`src/rtl/gray_pkg.sv`:
```
// Shared types and helpers for the 3-bit Gray counter monitor.
package gray_pkg;

    localparam int unsigned GRAY_W = 3;

    typedef enum logic [1:0] {
        IDLE  = 2'd0,
        TRACK = 2'd1,
        FAULT = 2'd2
    } state_t;

    // Gray to binary: each binary bit is the XOR of all Gray bits at or above it.
    function automatic logic [GRAY_W-1:0] gray2bin(input logic [GRAY_W-1:0] g);
        logic [GRAY_W-1:0] b;
        b[GRAY_W-1] = g[GRAY_W-1];
        for (int i = GRAY_W - 2; i >= 0; i--) begin
            b[i] = b[i+1] ^ g[i];
        end
        return b;
    endfunction

endpackage

```
`src/rtl/gray_step_check.sv`:
```
// Classifies one sample against the previously accepted sample.
module gray_step_check
    import gray_pkg::*;
(
    input  logic [GRAY_W-1:0] prev_gray,
    input  logic [GRAY_W-1:0] gray_in,
    input  logic              prev_ovf,
    input  logic              ovf_in,
    output logic              is_hold,
    output logic              is_step,
    output logic              is_wrap,
    output logic              is_illegal
);

    localparam logic [GRAY_W-1:0] ONE = GRAY_W'(1);

    logic [GRAY_W-1:0] old_bin;
    logic [GRAY_W-1:0] new_bin;
    logic              advance;
    logic              old_is_max;
    logic              ovf_rise;
    logic              ovf_fall;

    assign old_bin    = gray2bin(prev_gray);
    assign new_bin    = gray2bin(gray_in);
    assign advance    = (new_bin == (old_bin + ONE));
    assign old_is_max = &old_bin;
    assign ovf_rise   = ~prev_ovf & ovf_in;
    assign ovf_fall   = prev_ovf & ~ovf_in;

    // Overflow may only rise together with a 7->0 advance and may never fall.
    always_comb begin
        is_hold    = (gray_in == prev_gray) && (ovf_in == prev_ovf);
        is_step    = advance && !ovf_fall && !(ovf_rise && !old_is_max);
        is_wrap    = is_step && old_is_max;
        is_illegal = !is_hold && !is_step;
    end

endmodule

```
`src/rtl/gray_monitor.sv`:
```
// Checker/decoder for the upstream 3-bit Gray counter: decodes, counts laps,
// and latches a sticky fault on any illegal transition.
module gray_monitor
    import gray_pkg::*;
#(
    parameter int unsigned LAP_W = 8
) (
    input  logic              Clk,
    input  logic              Reset,
    input  logic [GRAY_W-1:0] GrayIn,
    input  logic              OverflowIn,
    output logic [GRAY_W-1:0] Binary,
    output logic              Step,
    output logic              Wrap,
    output logic [LAP_W-1:0]  Laps,
    output logic              Error,
    output logic [1:0]        State
);

    state_t            state_q, state_d;
    logic [GRAY_W-1:0] binary_q, binary_d;
    logic              step_q, step_d;
    logic              wrap_q, wrap_d;
    logic [LAP_W-1:0]  laps_q, laps_d;
    logic              error_q, error_d;
    logic [GRAY_W-1:0] prev_gray_q, prev_gray_d;
    logic              prev_ovf_q, prev_ovf_d;

    logic is_hold;
    logic is_step;
    logic is_wrap;
    logic is_illegal;

    gray_step_check u_step_check (
        .prev_gray  (prev_gray_q),
        .gray_in    (GrayIn),
        .prev_ovf   (prev_ovf_q),
        .ovf_in     (OverflowIn),
        .is_hold    (is_hold),
        .is_step    (is_step),
        .is_wrap    (is_wrap),
        .is_illegal (is_illegal)
    );

    // Next-state: sync on first sample, then accept legal steps or trap in FAULT.
    always_comb begin
        state_d     = state_q;
        binary_d    = binary_q;
        step_d      = 1'b0;
        wrap_d      = 1'b0;
        laps_d      = laps_q;
        error_d     = error_q;
        prev_gray_d = prev_gray_q;
        prev_ovf_d  = prev_ovf_q;
        unique case (state_q)
            IDLE: begin
                prev_gray_d = GrayIn;
                prev_ovf_d  = OverflowIn;
                binary_d    = gray2bin(GrayIn);
                state_d     = TRACK;
            end
            TRACK: begin
                if (is_illegal) begin
                    state_d = FAULT;
                    error_d = 1'b1;
                end else if (is_step) begin
                    step_d      = 1'b1;
                    wrap_d      = is_wrap;
                    binary_d    = gray2bin(GrayIn);
                    prev_gray_d = GrayIn;
                    prev_ovf_d  = OverflowIn;
                    if (is_wrap && !(&laps_q)) begin
                        laps_d = laps_q + LAP_W'(1);
                    end
                end
            end
            FAULT: begin
                error_d = 1'b1;
            end
            default: begin
                state_d = FAULT;
                error_d = 1'b1;
            end
        endcase
    end

    // State register with synchronous reset.
    always_ff @(posedge Clk) begin
        if (Reset) begin
            state_q     <= IDLE;
            binary_q    <= '0;
            step_q      <= 1'b0;
            wrap_q      <= 1'b0;
            laps_q      <= '0;
            error_q     <= 1'b0;
            prev_gray_q <= '0;
            prev_ovf_q  <= 1'b0;
        end else begin
            state_q     <= state_d;
            binary_q    <= binary_d;
            step_q      <= step_d;
            wrap_q      <= wrap_d;
            laps_q      <= laps_d;
            error_q     <= error_d;
            prev_gray_q <= prev_gray_d;
            prev_ovf_q  <= prev_ovf_d;
        end
    end

    assign Binary = binary_q;
    assign Step   = step_q;
    assign Wrap   = wrap_q;
    assign Laps   = laps_q;
    assign Error  = error_q;
    assign State  = state_q;

endmodule

```
`config.mk`:
```
export PLATFORM = sky130hd
export DESIGN_NAME = gray_monitor
export DESIGN_NICKNAME = d
export VERILOG_FILES = /design/src/rtl/gray_pkg.sv /design/src/rtl/gray_step_check.sv /design/src/rtl/gray_monitor.sv
export SDC_FILE = /design/constraint.sdc
export NUM_CORES = 1
export LEC_CHECK = 0
export CAP_MARGIN = 0
export CORE_MARGIN = 5
export CORE_UTILIZATION = 48
export CTS_BUF_LIST = sky130_fd_sc_hd__clkbuf_8 sky130_fd_sc_hd__clkbuf_16
export DETAILED_ROUTE_END_ITERATION = 10
export PLACE_DENSITY = 0.76
export SYNTH_ARGS = -nofsm -noshare
export SYNTH_HDL_FRONTEND = slang
export SYNTH_SLANG_ARGS = --single-unit
```
`constraint.sdc`:
```
create_clock -name Clk -period 2.5 [get_ports Clk]
set_input_delay 0.5 -clock Clk [delete_from_list [all_inputs] [get_ports Clk]]
set_output_delay 0.5 -clock Clk [all_outputs]
set_load 0.01 [all_outputs]
```
[Word level (Yosys, flattened, before mapping)]
Cells that the tools add are included.
Storage, ports and cells
  register bits after elaboration: 20
  output and inout port bits: 16
  input bits: 6
Cells by class
  bitwise gates (word level): 13
  eq/ne operators: 8
  muxes and demuxes: 14
  add/subtract/negate cells: 2
  reduce and logical (&&, ||, !) cells: 23
Operators by type and width (count)
  two-way mux 3 bit: 4
  one-hot mux 3 bit (2 select lines): 2
  adder 8 x 1 -> 8 bit, second input constant: 1
  AND reduction 8 bit: 1
  logical AND 1 bit: 7
  inverter 1 bit: 7
  == test 3 bit: 2
  zero test 1 bit: 6
  != test 2 bit, second input constant: 3
  one-hot mux 2 bit (3 select lines): 1
  AND reduction 3 bit: 2
  two-way mux 1 bit: 4
  one-hot mux 1 bit (2 select lines): 2
  AND reduction 2 bit: 2
  AND reduction 4 bit: 1
  OR reduction 4 bit: 1
  bitwise XOR 1 bit: 4
  adder 3 x 1 -> 3 bit, second input constant: 1
  OR reduction 3 bit: 1
  bitwise AND 1 bit: 2
  == test 2 x 1 -> 1 bit, second input constant: 1
  == test 2 bit, second input constant: 1
  zero test 2 bit: 1
  two-way mux 2 bit: 1
  other kinds (2): 2

[Logic depth before layout (Yosys ltp)]
  depth after elaboration: 11
  mapped depth: 9
  depth with buffers taken out: 7

[Cells and area by module]
From an unflattened synthesis, not the netlist that was laid out.
Unflattened totals
  cell total of the unflattened synthesis: 117
  area total of the unflattened synthesis: 1041.0 um^2
Modules (own cells, without submodules)
  gray_monitor: cells each 88, sequential area each 380.4 um^2, area each 845.8 um^2, instances 1
  gray_step_check: cells each 29, sequential area each 0.0 um^2, area each 195.2 um^2, instances 1

[Worst setup path before layout]
OpenSTA, ideal clock, no wires.
  path kind: input to register
  from: input port OverflowIn
  to: register laps_q[6] (netlist: Laps[6])
  path buffers: 1
  data arrival time: 1.972 ns
  cell stages on the path: 6
  path slack: 0.458 ns
  cells stage by stage: ha_1 nor3b_1 o211ai_4 buf_6 or4b_1 a21oi_1
Between the ends
  word-level cells in the longest chain between the ends: 9
  elaborated cells between the ends (all ways): 17
Ends and longest elaborated chain
  from (decl): RTL line gray_monitor.sv:11  | input logic OverflowIn,
  inverter 1 bit: RTL line gray_step_check.sv:29  | assign ovf_fall = prev_ovf & ~ovf_in;
  bitwise AND 1 bit: RTL line gray_step_check.sv:29
  zero test 1 bit: RTL line gray_step_check.sv:34  | is_step = advance && !ovf_fall && !(ovf_rise && !old_is_max);
  logical AND 1 bit (2 in a row): RTL line gray_step_check.sv:34
  zero test 1 bit: RTL line gray_step_check.sv:36  | is_illegal = !is_hold && !is_step;
  logical AND 1 bit: RTL line gray_step_check.sv:36
  inverter 1 bit (no line)
  AND reduction 4 bit (no line) (*)
  to (signal assigned): RTL line gray_monitor.sv:103  | laps_q <= laps_d;
  to (decl): RTL line gray_monitor.sv:24  | logic [LAP_W-1:0] laps_q, laps_d;
Every way passes the cells marked *; elsewhere a longest branch is shown, timed or not.
A chain may end at the register's enable or synchronous reset.

[Worst setup path after layout]
Same ends and word-level chain as after synthesis.

==> impl_summary.md <==
STA
On the final layout, the worst clock skew is 0.004334 ns. The relative max-transition margin is 0.3629. The final setup slack of the worst path is 0.1759 ns. Dividing the final minimum period by the clock period gives 0.9296.

Setup violations remaining at the end of the flow were counted as 0. Timing would allow up to 430.3 MHz. The final-report max-slew violation count was 0. Subtracting the final worst setup slack from the clock period gives 2.324 ns.

Setup repair after global routing left no endpoint under its margin. The actual transition at the worst max-transition pin is 0.9515 ns. The count of endpoints failing hold in the final timing report is 0.

Critical path
The data arrival at the endpoint of the critical path is 2.51 ns. The critical path class is in2reg. In this run the worst path has a maximum fanout of 14. The kind of start point of the critical path is a primary input. For the worst setup path, the data required time is 2.69 ns. STA classifies the critical path endpoint as a flip-flop. Measured in cells, the most critical reg-to-reg path has a length of 4.

Clock network
Clock tree synthesis found a total of 19 sinks. The number of gates resized after CTS was 0. In this run the number of H-tree levels came out at 1. In this run the clock root is driven by a clkbuf_8. The longest clock path from root to sink contains 2 buffers.

The total CTS buffers is 3. The total of hold buffers inserted after clock tree synthesis is 0. The clock insertion delay at the later pin of the skew report is 0.25 ns.

The clock tree from TritonCTS is yes. The total setup buffers inserted after CTS is 0. The clock-pin slew on the worst setup and hold paths is 0.07 ns.

GRT
The pin count of the biggest net entering global routing is 17. For this run the aggregate overflow at the end of global routing stands at 0. The number of global-route vias before repair came to 939. For this run, the total global-route usage over all layers was measured as 0.1540.

The number of antenna violations at the first check in global routing was 0. The wire length of the first global-routing pass is 3988 um.

Worst hold path
The worst hold path was traced through 2 stages. The class of the tightest hold or removal check is reg2reg.

Pwr
In this run the static leakage power is 0.4743 nW. The power density normalized to cell area is 725.4 mW/mm^2. The maximum vdd drop is 0.5256 mV.

Die
The die is 55.84 um wide. The initial core utilization is 0.5088. The number of core rows is 16.

The die outline area is 0.003118 sq mm. The floorplan step defined a core boundary enclosing 0.001982 sq mm. The floorplan step set the die height to 55.84 um. 22 I/O pins were placed.

Final layout
The number of nets in the final layout is 148. The area growth from synthesis to layout is 30.27%. The count of placed standard cells in the final layout, fillers left out is 165. 0 antenna diodes ended up in the layout. The finished cells cover 0.001314 sq mm.

The share of layout cells above drive strength 1 is 0.1232.

Synth
The synthesized design contains 0 enable-type register cells. Of the synthesized area, sequential elements account for 0.3772. The compound-cell area share of the yosys netlist is 0.2072. The number of standard cells after synthesis is 113. Of the total synthesized cell area, the portion taken by full adders, half adders and majority gates is 0.03722. The most frequently used flop master after synthesis is dfxtp_1. The dominant combinational cell family by area after synthesis is simple AND/OR/NAND/NOR gates. Counting flops and latches in the post-synthesis netlist gives 19. Of the post-synthesis cell area, the dominant cell type holds 0.3772.

Of all flip-flops after synthesis, the portion carrying an async set or reset was 0. Of the total synthesized cell area, the portion taken by AND, OR, NAND and NOR gates is 0.2233. Of the total synthesized cell area, the portion taken by XOR and XNOR cells is 0.08437. The mapped netlist covers 0.001008 sq mm. The mean instance size in the synthesized netlist is 8.924 sq um. The post-synthesis cell type with the largest combined area is dfxtp_1. By area the synthesized netlist is led by dfxtp_1, a21oi_1, o31ai_1, nand3_1, ha_1.

In this run, distinct cell masters in the synthesized netlist total 35. The yosys synthesis warning count is 0. The portion of synthesized area spent on multiplexers is 0.01117. When the netlist entered floorplanning its net count stood at 122.

Placed design
OpenSTA, run right after detailed placement, puts the worst setup slack at -0.06033 ns. The total cell area at the placement stage is 0.001267 sq mm. Summed over all nets, the half-perimeter wirelength after detailed placement is 1696 um. In this run, placement finished with an instance count of 161. The global placement routability congestion is 0.7918.

In this run the tool buffered the top-level ports with 21 buffer cells.

Drt
After detailed routing, the number of vias per cell comes to 5.570. The via count is 919. The routed length per placed instance is 13.70 um.

Once detail routing completed, the nets flagged for antenna violations numbered 0. Wires add up to 2261 um. The remaining design rule violation count is 0. The first routing iteration left 17 violations.

For this run, the detailed router's first-pass iteration total came to 4.

Job
The number of max-capacitance violations reported is 0.

Run status
The run finished with clean final reports.
==> kinds of logic (layout without fill, tap and decap cells) <==
| family | Yosys count | in the layout |
|---|---|---|
| buf+inv | 13 | 38 |
| fa+ha+maj | 3 | 3 |
| mux | 1 | 1 |
| flops | 19 | 19 |
| simple gates | 39 | 39 |
| compound gates | 31 | 31 |
| xor+xnor | 7 | 7 |
==> layout make-up <==
class                           instances  area, sq um
Fill cell                             161        668.1
Tap cell                               27        33.78
Multi-Input combinational cell         81        568.0
Clock inverter                          1        5.005
Timing Repair Buffer                   28        262.8
Inverter                                6        22.52
Sequential cell                        19        380.4
Clock buffer                            3        41.29
==> registers in the layout, summed over array words and instances (netlist names) <==
name         count
State            2
prev_ovf_q       1
Error            1
Binary           3
Laps             8
prev_gray_q      2
Step             1
Wrap             1
==> power by group <==
group | total [W] | leakage (nW) | switching [W] | internal, W
clock network | 0.000215 | 0.0255 | 0.000104 | 0.000111
registers | 0.000382 | 0.155 | 0.0000396 | 0.000342
logic | 0.000356 | 0.294 | 0.000180 | 0.000176
==> worst max-delay path, stage by stage <==
cell	delay (ns)
clkdlybuf4s50_1	0.50
inv_1	0.06
ha_1	0.20
nor3b_1	0.19
mux2_2	0.22
o211ai_4	0.14
or4b_1	0.54
a21oi_1	0.16
==> through the flow <==
stage,total power [W],utilization,hold slack [ns],TNS (ns)
floorplan,0.0006227,-,0.4603,0
global placement,0.0007359,0.6395,0.4782,0
detailed placement,0.0007445,0.6395,0.4921,-0.2686
CTS,0.0009595,0.6629,0.5022,0
global route,0.001013,0.6629,0.5361,0
finish,0.0009530,0.6629,0.4993,0
==> path summary, 6_finish.rpt <==
check / start / end / slack [ns]
worst max-delay path: OverflowIn / Laps[6]$_SDFFE_PP0P_ / 0.18
worst min-delay path: prev_ovf_q$_SDFFE_PP0P_ / prev_ovf_q$_SDFFE_PP0P_ / 0.50
worst max register to register: Binary[2]$_SDFFE_PP0P_ / Laps[6]$_SDFFE_PP0P_ / 0.45
worst min register to register: prev_ovf_q$_SDFFE_PP0P_ / prev_ovf_q$_SDFFE_PP0P_ / 0.50
==> placed cells by master, fill, tap and decap left out, drive strengths merged, types with 4 or more instances in the layout <==
master / instances
clkdlybuf4s50: 21
nor3b: 4
nand3: 8
nor2: 5
a21oi: 12
or4: 5
o31ai: 6
inv: 6
dfxtp: 19
nand2: 4
o21ai: 6
buf: 7
xnor2: 4
==> cell usage after synthesis, types with 2 or more instances <==
master,n
dfxtp_1,19
a21oi_1,12
nand3_1,8
inv_1,6
o21ai_0,6
o31ai_1,6
nor2_1,5
or4_1,5
clkbuf_1,4
nand2_1,4
nor3b_1,4
xnor2_1,4
ha_1,3
nor3_1,3
and3_1,2
nor4_1,2
or3_1,2
==> metal layers <==
| layer | track usage | up-vias | part of all wire |
|---|---|---|---|
| met1 | 0.1800 | 435 | 0.46 |
| met3 | 0.03944 | 2 | 0.040 |
| li1 | - | 465 | - |
| met5 | 0 | - | 0 |
| met4 | 0.03051 | 0 | 0.0035 |
| met2 | 0.2821 | 17 | 0.49 |
(Power assumes the default switching activity.)
